`src/rtl/reset_sequencer.sv`:
```
// Ordered reset release: holds all domain resets, then frees them one stage at a time, gated on ready + settle gap.
// Latency: stage 0 freed HOLD_CYCLES edges after reset; each later stage SETTLE_CYCLES edges after prior ready; all outputs registered.
// Backpressure: none; a stage not reporting ready within TIMEOUT_CYCLES re-asserts every reset and latches the stage index.
module reset_sequencer #(
    parameter int NUM_STAGES     = 4,
    parameter int HOLD_CYCLES    = 20,
    parameter int SETTLE_CYCLES  = 4,
    parameter int TIMEOUT_CYCLES = 1000,
    localparam int K_W = (NUM_STAGES > 1) ? $clog2(NUM_STAGES) : 1
) (
    input  logic                  clk,
    input  logic                  rst,
    input  logic                  soft_reset_req,
    input  logic [NUM_STAGES-1:0] stage_ready,
    output logic [NUM_STAGES-1:0] stage_reset,
    output logic                  seq_done,
    output logic                  seq_error,
    output logic [K_W-1:0]        error_stage
);

    localparam int MAX_HS  = (HOLD_CYCLES > SETTLE_CYCLES) ? HOLD_CYCLES : SETTLE_CYCLES;
    localparam int MAX_ALL = (MAX_HS > TIMEOUT_CYCLES) ? MAX_HS : TIMEOUT_CYCLES;
    localparam int CNT_W   = $clog2(MAX_ALL + 1);

    localparam logic [CNT_W-1:0] HOLD_LAST    = CNT_W'(HOLD_CYCLES - 1);
    localparam logic [CNT_W-1:0] SETTLE_LAST  = CNT_W'(SETTLE_CYCLES - 1);
    localparam logic [CNT_W-1:0] TIMEOUT_LAST = CNT_W'(TIMEOUT_CYCLES - 1);
    localparam logic [K_W-1:0]   K_LAST       = K_W'(NUM_STAGES - 1);

    typedef enum logic [2:0] {
        HOLD,
        WAIT_READY,
        SETTLE,
        DONE,
        ERROR
    } state_t;

    state_t                  state_q, state_d;
    logic [K_W-1:0]          k_q, k_d;
    logic [K_W-1:0]          k_nxt;
    logic [CNT_W-1:0]        cnt_q, cnt_d;
    logic [NUM_STAGES-1:0]   stage_reset_q, stage_reset_d;
    logic                    seq_done_q, seq_done_d;
    logic                    seq_error_q, seq_error_d;
    logic [K_W-1:0]          error_stage_q, error_stage_d;

    assign k_nxt = k_q + K_W'(1);

    // State and output registers; reset asserts every domain reset immediately.
    always_ff @(posedge clk or posedge rst) begin
        if (rst) begin
            state_q       <= HOLD;
            k_q           <= '0;
            cnt_q         <= '0;
            stage_reset_q <= '1;
            seq_done_q    <= 1'b0;
            seq_error_q   <= 1'b0;
            error_stage_q <= '0;
        end else begin
            state_q       <= state_d;
            k_q           <= k_d;
            cnt_q         <= cnt_d;
            stage_reset_q <= stage_reset_d;
            seq_done_q    <= seq_done_d;
            seq_error_q   <= seq_error_d;
            error_stage_q <= error_stage_d;
        end
    end

    // Next-state logic; soft restart overrides every transition, and ready beats the timeout on the same edge.
    always_comb begin
        state_d       = state_q;
        k_d           = k_q;
        cnt_d         = cnt_q + CNT_W'(1);
        stage_reset_d = stage_reset_q;
        seq_done_d    = seq_done_q;
        seq_error_d   = seq_error_q;
        error_stage_d = error_stage_q;

        if (soft_reset_req) begin
            state_d       = HOLD;
            k_d           = '0;
            cnt_d         = '0;
            stage_reset_d = '1;
            seq_done_d    = 1'b0;
            seq_error_d   = 1'b0;
            error_stage_d = '0;
        end else begin
            case (state_q)
                HOLD: begin
                    stage_reset_d = '1;
                    if (cnt_q == HOLD_LAST) begin
                        stage_reset_d[0] = 1'b0;
                        k_d              = '0;
                        cnt_d            = '0;
                        state_d          = WAIT_READY;
                    end
                end
                WAIT_READY: begin
                    if (stage_ready[k_q]) begin
                        cnt_d = '0;
                        if (k_q == K_LAST) begin
                            state_d    = DONE;
                            seq_done_d = 1'b1;
                        end else begin
                            state_d = SETTLE;
                        end
                    end else if (cnt_q == TIMEOUT_LAST) begin
                        state_d       = ERROR;
                        cnt_d         = '0;
                        stage_reset_d = '1;
                        seq_error_d   = 1'b1;
                        error_stage_d = k_q;
                    end
                end
                SETTLE: begin
                    if (cnt_q == SETTLE_LAST) begin
                        stage_reset_d[k_nxt] = 1'b0;
                        k_d                  = k_nxt;
                        cnt_d                = '0;
                        state_d              = WAIT_READY;
                    end
                end
                DONE: begin
                    cnt_d = cnt_q;
                end
                ERROR: begin
                    cnt_d = cnt_q;
                end
                default: begin
                    state_d       = HOLD;
                    k_d           = '0;
                    cnt_d         = '0;
                    stage_reset_d = '1;
                end
            endcase
        end
    end

    assign stage_reset = stage_reset_q;
    assign seq_done    = seq_done_q;
    assign seq_error   = seq_error_q;
    assign error_stage = error_stage_q;

endmodule

```
`config.mk`:
```
export PLATFORM = sky130hd
export DESIGN_NAME = reset_sequencer
export DESIGN_NICKNAME = d
export VERILOG_FILES = /design/src/rtl/reset_sequencer.sv
export SDC_FILE = /design/constraint.sdc
export NUM_CORES = 1
export LEC_CHECK = 0
export ABC_AREA = 1
export CAP_MARGIN = 20
export CORE_MARGIN = 5
export CORE_UTILIZATION = 45
export DETAILED_ROUTE_END_ITERATION = 6
export PLACE_DENSITY = 0.66
export SKIP_LAST_GASP = 1
export SLEW_MARGIN = 20
export SYNTH_ARGS = -nofsm -noshare
export SYNTH_HDL_FRONTEND = slang
export SYNTH_SLANG_ARGS = --single-unit
```
`constraint.sdc`:
```
create_clock -name clk -period 1.9 [get_ports clk]
set_clock_uncertainty 0.2 [all_clocks]
set_input_delay 0.285 -clock clk [delete_from_list [all_inputs] [get_ports clk]]
set_output_delay 0.285 -clock clk [all_outputs]
set_load 0.02 [all_outputs]
```
### Word level (Yosys, flattened, before mapping)

Cells that the tools add are included.
W data, S select, Z words.

| operators by class | value |
|---|---|
| add/sub/neg operators | 2 |
| magnitude comparators | 3 |
| eq/ne operators | 16 |
| mux-type cells | 39 |
| bitwise operators | 2 |
| reductions and logical operators | 13 |

Operators by type and width:

| operator | number |
|---|---|
| $mux W10 | 5 |
| $pmux W10 S4 | 1 |
| $mux W4 | 4 |
| $pmux W4 S4 | 1 |
| $mux W3 | 5 |
| $mux W2 | 7 |
| $mux W1 | 12 |
| $ne A3 B3 Y1 const B | 4 |
| $pmux W3 S4 | 1 |
| $add A10 B1 Y10 const B | 1 |
| $eq A10 B10 Y1 const B | 1 |
| $eq A10 B2 Y1 const B | 1 |
| $eq A10 B5 Y1 const B | 1 |
| $reduce_and A3 Y1 | 3 |
| $reduce_and A4 Y1 | 2 |
| $reduce_bool A2 Y1 | 4 |
| $eq A3 B2 Y1 const B | 2 |
| $lt A2 B3 Y1 const B | 2 |
| $pmux W2 S3 | 1 |
| $and A4 B4 Y4 | 1 |
| $ne A2 B1 Y1 const B | 2 |
| $ne A4 B4 Y1 const B | 1 |
| $not A4 Y4 | 1 |
| $eq A3 B1 Y1 const B | 1 |
| other kinds (11) | 11 |

| word-level totals | value |
|---|---|
| register bits | 23 |
| input port bits | 7 |
| logic and storage cells | 82 |

### Longest topological paths before layout

| depth | value |
|---|---|
| depth after elaboration | 10 |
| mapped depth | 10 |
| depth with buffers taken out | 10 |

### Worst setup path before layout

Ideal clock, no wire load.

| timing | value |
|---|---|
| path kind | register to register |
| start | reg cnt_q[0] |
| end | reg cnt_q[2] |
| setup time | 83 ps |
| arrival | 1308 ps |
| required time | 1617 ps |
| slack | 309 ps |
| stages on the path, launching flop included | 9 |
| path buffers | 0 |
| clock period less this slack | 1591 ps |
| path through | dfrtp_1 -> ha_1 -> nand2_1 -> inv_1 -> nand3_1 -> nand3_1 -> nand3_2 -> nand2_1 -> o21ai_0 |

| on the way | value |
|---|---|
| cells in the longest elaborated chain, start to end | 5 |
| elaborated cells between the ends (all ways) | 10 |
| classes of those cells | add/sub (1); eq/ne (3); mux (6) |

RTL lines:

| element | RTL line | RTL |
|---|---|---|
| start: declaration | 41 | `logic [CNT_W-1:0] cnt_q, cnt_d;` |
| start signal: assignment | 62 | `cnt_q <= cnt_d;` |
| $add A10 B1 Y10 or $eq A10 B10 Y1 (tied branches) | 74, 108 |  |
| $mux W10 | 108 | `end else if (cnt_q == TIMEOUT_LAST) begin` |
| $mux W10 | 100 | `if (stage_ready[k_q]) begin` |
| $pmux W10 S4 (*) | 89 | `case (state_q)` |
| $mux W10 (*) | 80 | `if (soft_reset_req) begin` |

Mark *: on every way between the ends. The rest lies on a longest branch, timed or not.
A chain may end at the register's enable or synchronous reset.

### Worst setup path after layout

| timing | value |
|---|---|
| start | reg error_stage_q[0] (netlist: error_stage[0]) |
| end | out error_stage[0] |

RTL lines:

| element | RTL line | RTL |
|---|---|---|
| start: declaration | 45 | `logic [K_W-1:0] error_stage_q, error_stage_d;` |
| start signal: assignment | 66 | `error_stage_q <= error_stage_d;` |
| end: declaration | 18 | `output logic [K_W-1:0] error_stage` |

No word-level cell between the ends.

==> metrics.cfg <==
[yosys]
async_flop_share_pct=100
synth_warnings=0
syn-cell-area_um2=1460
yosysUniqueCellTypes=21
synth_fp_nets=225
ys_top_cells_by_area=dfrtp_1 33%, nand2_1 18%, nand3_1 9.2%
synth_ff_type=dfrtp_1
synth_common_cells=70 x nand2_1, 27 x nand3_1, 25 x nor2_1
synth_cells=212
ys_seq_elements=23
syn_area_per_cell_um2=6.89
synth_edf_count=0
yosysSeqAreaShare_pct=39.7
yosysTopAreaCell=dfrtp_1
synth_most_common_cell=nand2_1
synth_top_area_share_pct=32.5

[timing]
drv_slew=0
clock.fmax_mhz=560
worstMarginPinSlew_ns=0.330
grt_setup_unrepaired=yes
period_needed_ns=1.79
setup_viol=0
fin_crit_sh_pct=94.0
setup_slack_ns=0.114
hold_viol_final=0
slew_headroom_pct=77.8

[die]
die_h_um=67.0
core_area_um2=3080
start_util_pct=47.5
rows=20
io_pins=15
dieArea_um2=4490
fp.dieW_um=67.0

[critical_path]
rr_endpoint=cnt_q[4]
reg2reg_from=cnt_q[0]
worst-path-buf-inv=1
r2r_slack_ns=0.17
max_stage_delay_ns=0.61
path_class=flop to primary output
cp.required_ns=1.41
path_depth=1
critical-path-top-delay-family=buffers and inverters
cp-end-kind=primary output
worst-path-max-fanout=2
cp.arrival_ns=1.30
cp_slowest_cell=clkdlybuf4s50_1
reg2reg_depth=8
cp_cell_sequence=clkdlybuf4s50_1
cp-start-kind=flop
startpoint=error_stage[0]

[power_and_ir_drop]
clock_power_share_pct=14.4
switchingPower_uw=679
p_per_area_nw_per_um2=909
p_seq_share_pct=40.8
pwr-share-comb_pct=44.8
p_int_uw=908
p_leak_uw=0.000858
swShare_pct=42.8
ir_worst_vdd_mv=0.538

[global_route]
grt_overflow=0
antenna_found_initial=0
grt_max_degree=24
grt_usage_pct=16.0
grt_pass1_vias=1252
grt_first_pass_wirelength_mm=5.55

[final_layout]
syn_to_final_growth_pct=19.4
antenna_cells=0
drive_gt1_share_pct=11.5
final_util_pct=56.7
nNetsFinal=249

[detailed_routing]
wl_per_cell_um=11.6
route.detailed.drc=0
vias=1396
via_per_inst=5.00
drtIter0Drc=70
antenna_left=0
drt-total-wl_mm=3.24
first_pass_iters=4

[placed_design]
gp_congestion=0.945
dp_hpwl_mm=2.44
io_buffers=14
place_ws_ns=0.0347

[clocking]
clk_pin_slew_worst_paths_ns=0.12
worstSkewPairLatency_ns=0.31
cts.sink_count=23
clock_path_buffers=2
clock-root-buffer=clkbuf_4
ctsHtreeMaxLevel=1
cts_tree=yes
cts_inserted_buffers=3

[run]
maxCapViolCount=0

[outcome]
status=complete, no violations

[min_path]
hold_class=primary input to asynchronous set/reset pin

## repair_timing
action | CTS | global route
setup endpoints to repair | 4 | 19
hold buffers | 0 | 0
buffers inserted | 0 | 1
gates resized for setup | 4 | 8
## per-stage QoR
stage	power (uW)	TNS (ns)	hold slack (ns)	std cells	cell area, um^2
final	1590	0	0.0786	279	1750
after global routing	1720	-0.0312	0.0981	279	1750
after CTS	1550	0	0.0814	278	1710
after detailed placement	1330	0	0.256	274	1690
after global placement	1310	0	0.248	274	1690
after floorplan	1130	0	0.0840	212	1460
## cell families after synthesis
| group | Yosys count | synth area share [%] |
|---|---|---|
| AND/OR/NAND/NOR | 130 | 37.7 |
| buffers and inverters | 29 | 8.48 |
| AO/OA/AOI/OAI | 22 | 7.79 |
| adder cells (fa/ha/maj) | 6 | 5.14 |
| XOR/XNOR | 2 | 1.20 |
| flip-flops | 23 | 39.7 |
## cell type report
class | count | area, um^2
Fill cell | 308 | 1330
Clock buffer | 4 | 26.3
Inverter | 27 | 101
Tap cell | 44 | 55.1
Sequential cell | 23 | 581
Timing Repair Buffer | 21 | 200
Multi-Input combinational cell | 160 | 782
## cells in the final DEF, fill, tap and decap left out, drive strengths merged, types with 2 or more instances in the layout
cell and count:
nor3 2, o21ai 12, nand2 70, nand3b 2, dlygate4sd2 4, clkdlybuf4s50 10
a21oi 10, dfstp 4, buf 7, nor2 27, clkbuf 4, inv 27
ha 6, dfrtp 19, nand3 28
## how the worst max path moves through the flow
stage / to / slack [ns]
3_3_place_gp: stage_reset[2] / 0.06
6_report: error_stage[0] / 0.11
3_5_place_dp: cnt_q[2] / 0.03
5_1_grt: cnt_q[4] / -0.02
4_1_cts: cnt_q[4] / 0.005
2_1_floorplan: cnt_q[2] / 0.31
## power groups by stage
stage	sequential (uW)	combinational, uW	clock [uW]
4_1_cts	645	666	235
6_report	648	711	229
3_3_place_gp	649	663	0
5_1_grt	657	806	253
2_1_floorplan	657	472	0
3_5_place_dp	655	671	0
## metal layers
layer / up-vias / global-route usage, % / wire [um]
met5: - / 0 / 0
met4: 0 / 5.82 / 36
met3: 4 / 3.54 / 131
met2: 32 / 24.9 / 1490
met1: 646 / 21.6 / 1580
li1: 714 / - / -
## flip-flops by register name, indices dropped and copies added, names as in the netlist
| register | flops |
|---|---|
| cnt_q | 10 |
| state_q | 3 |
| seq_error | 1 |
| k_q | 2 |
| seq_done | 1 |
| error_stage | 2 |
| stage_reset | 4 |
(Power assumes the default switching activity.)
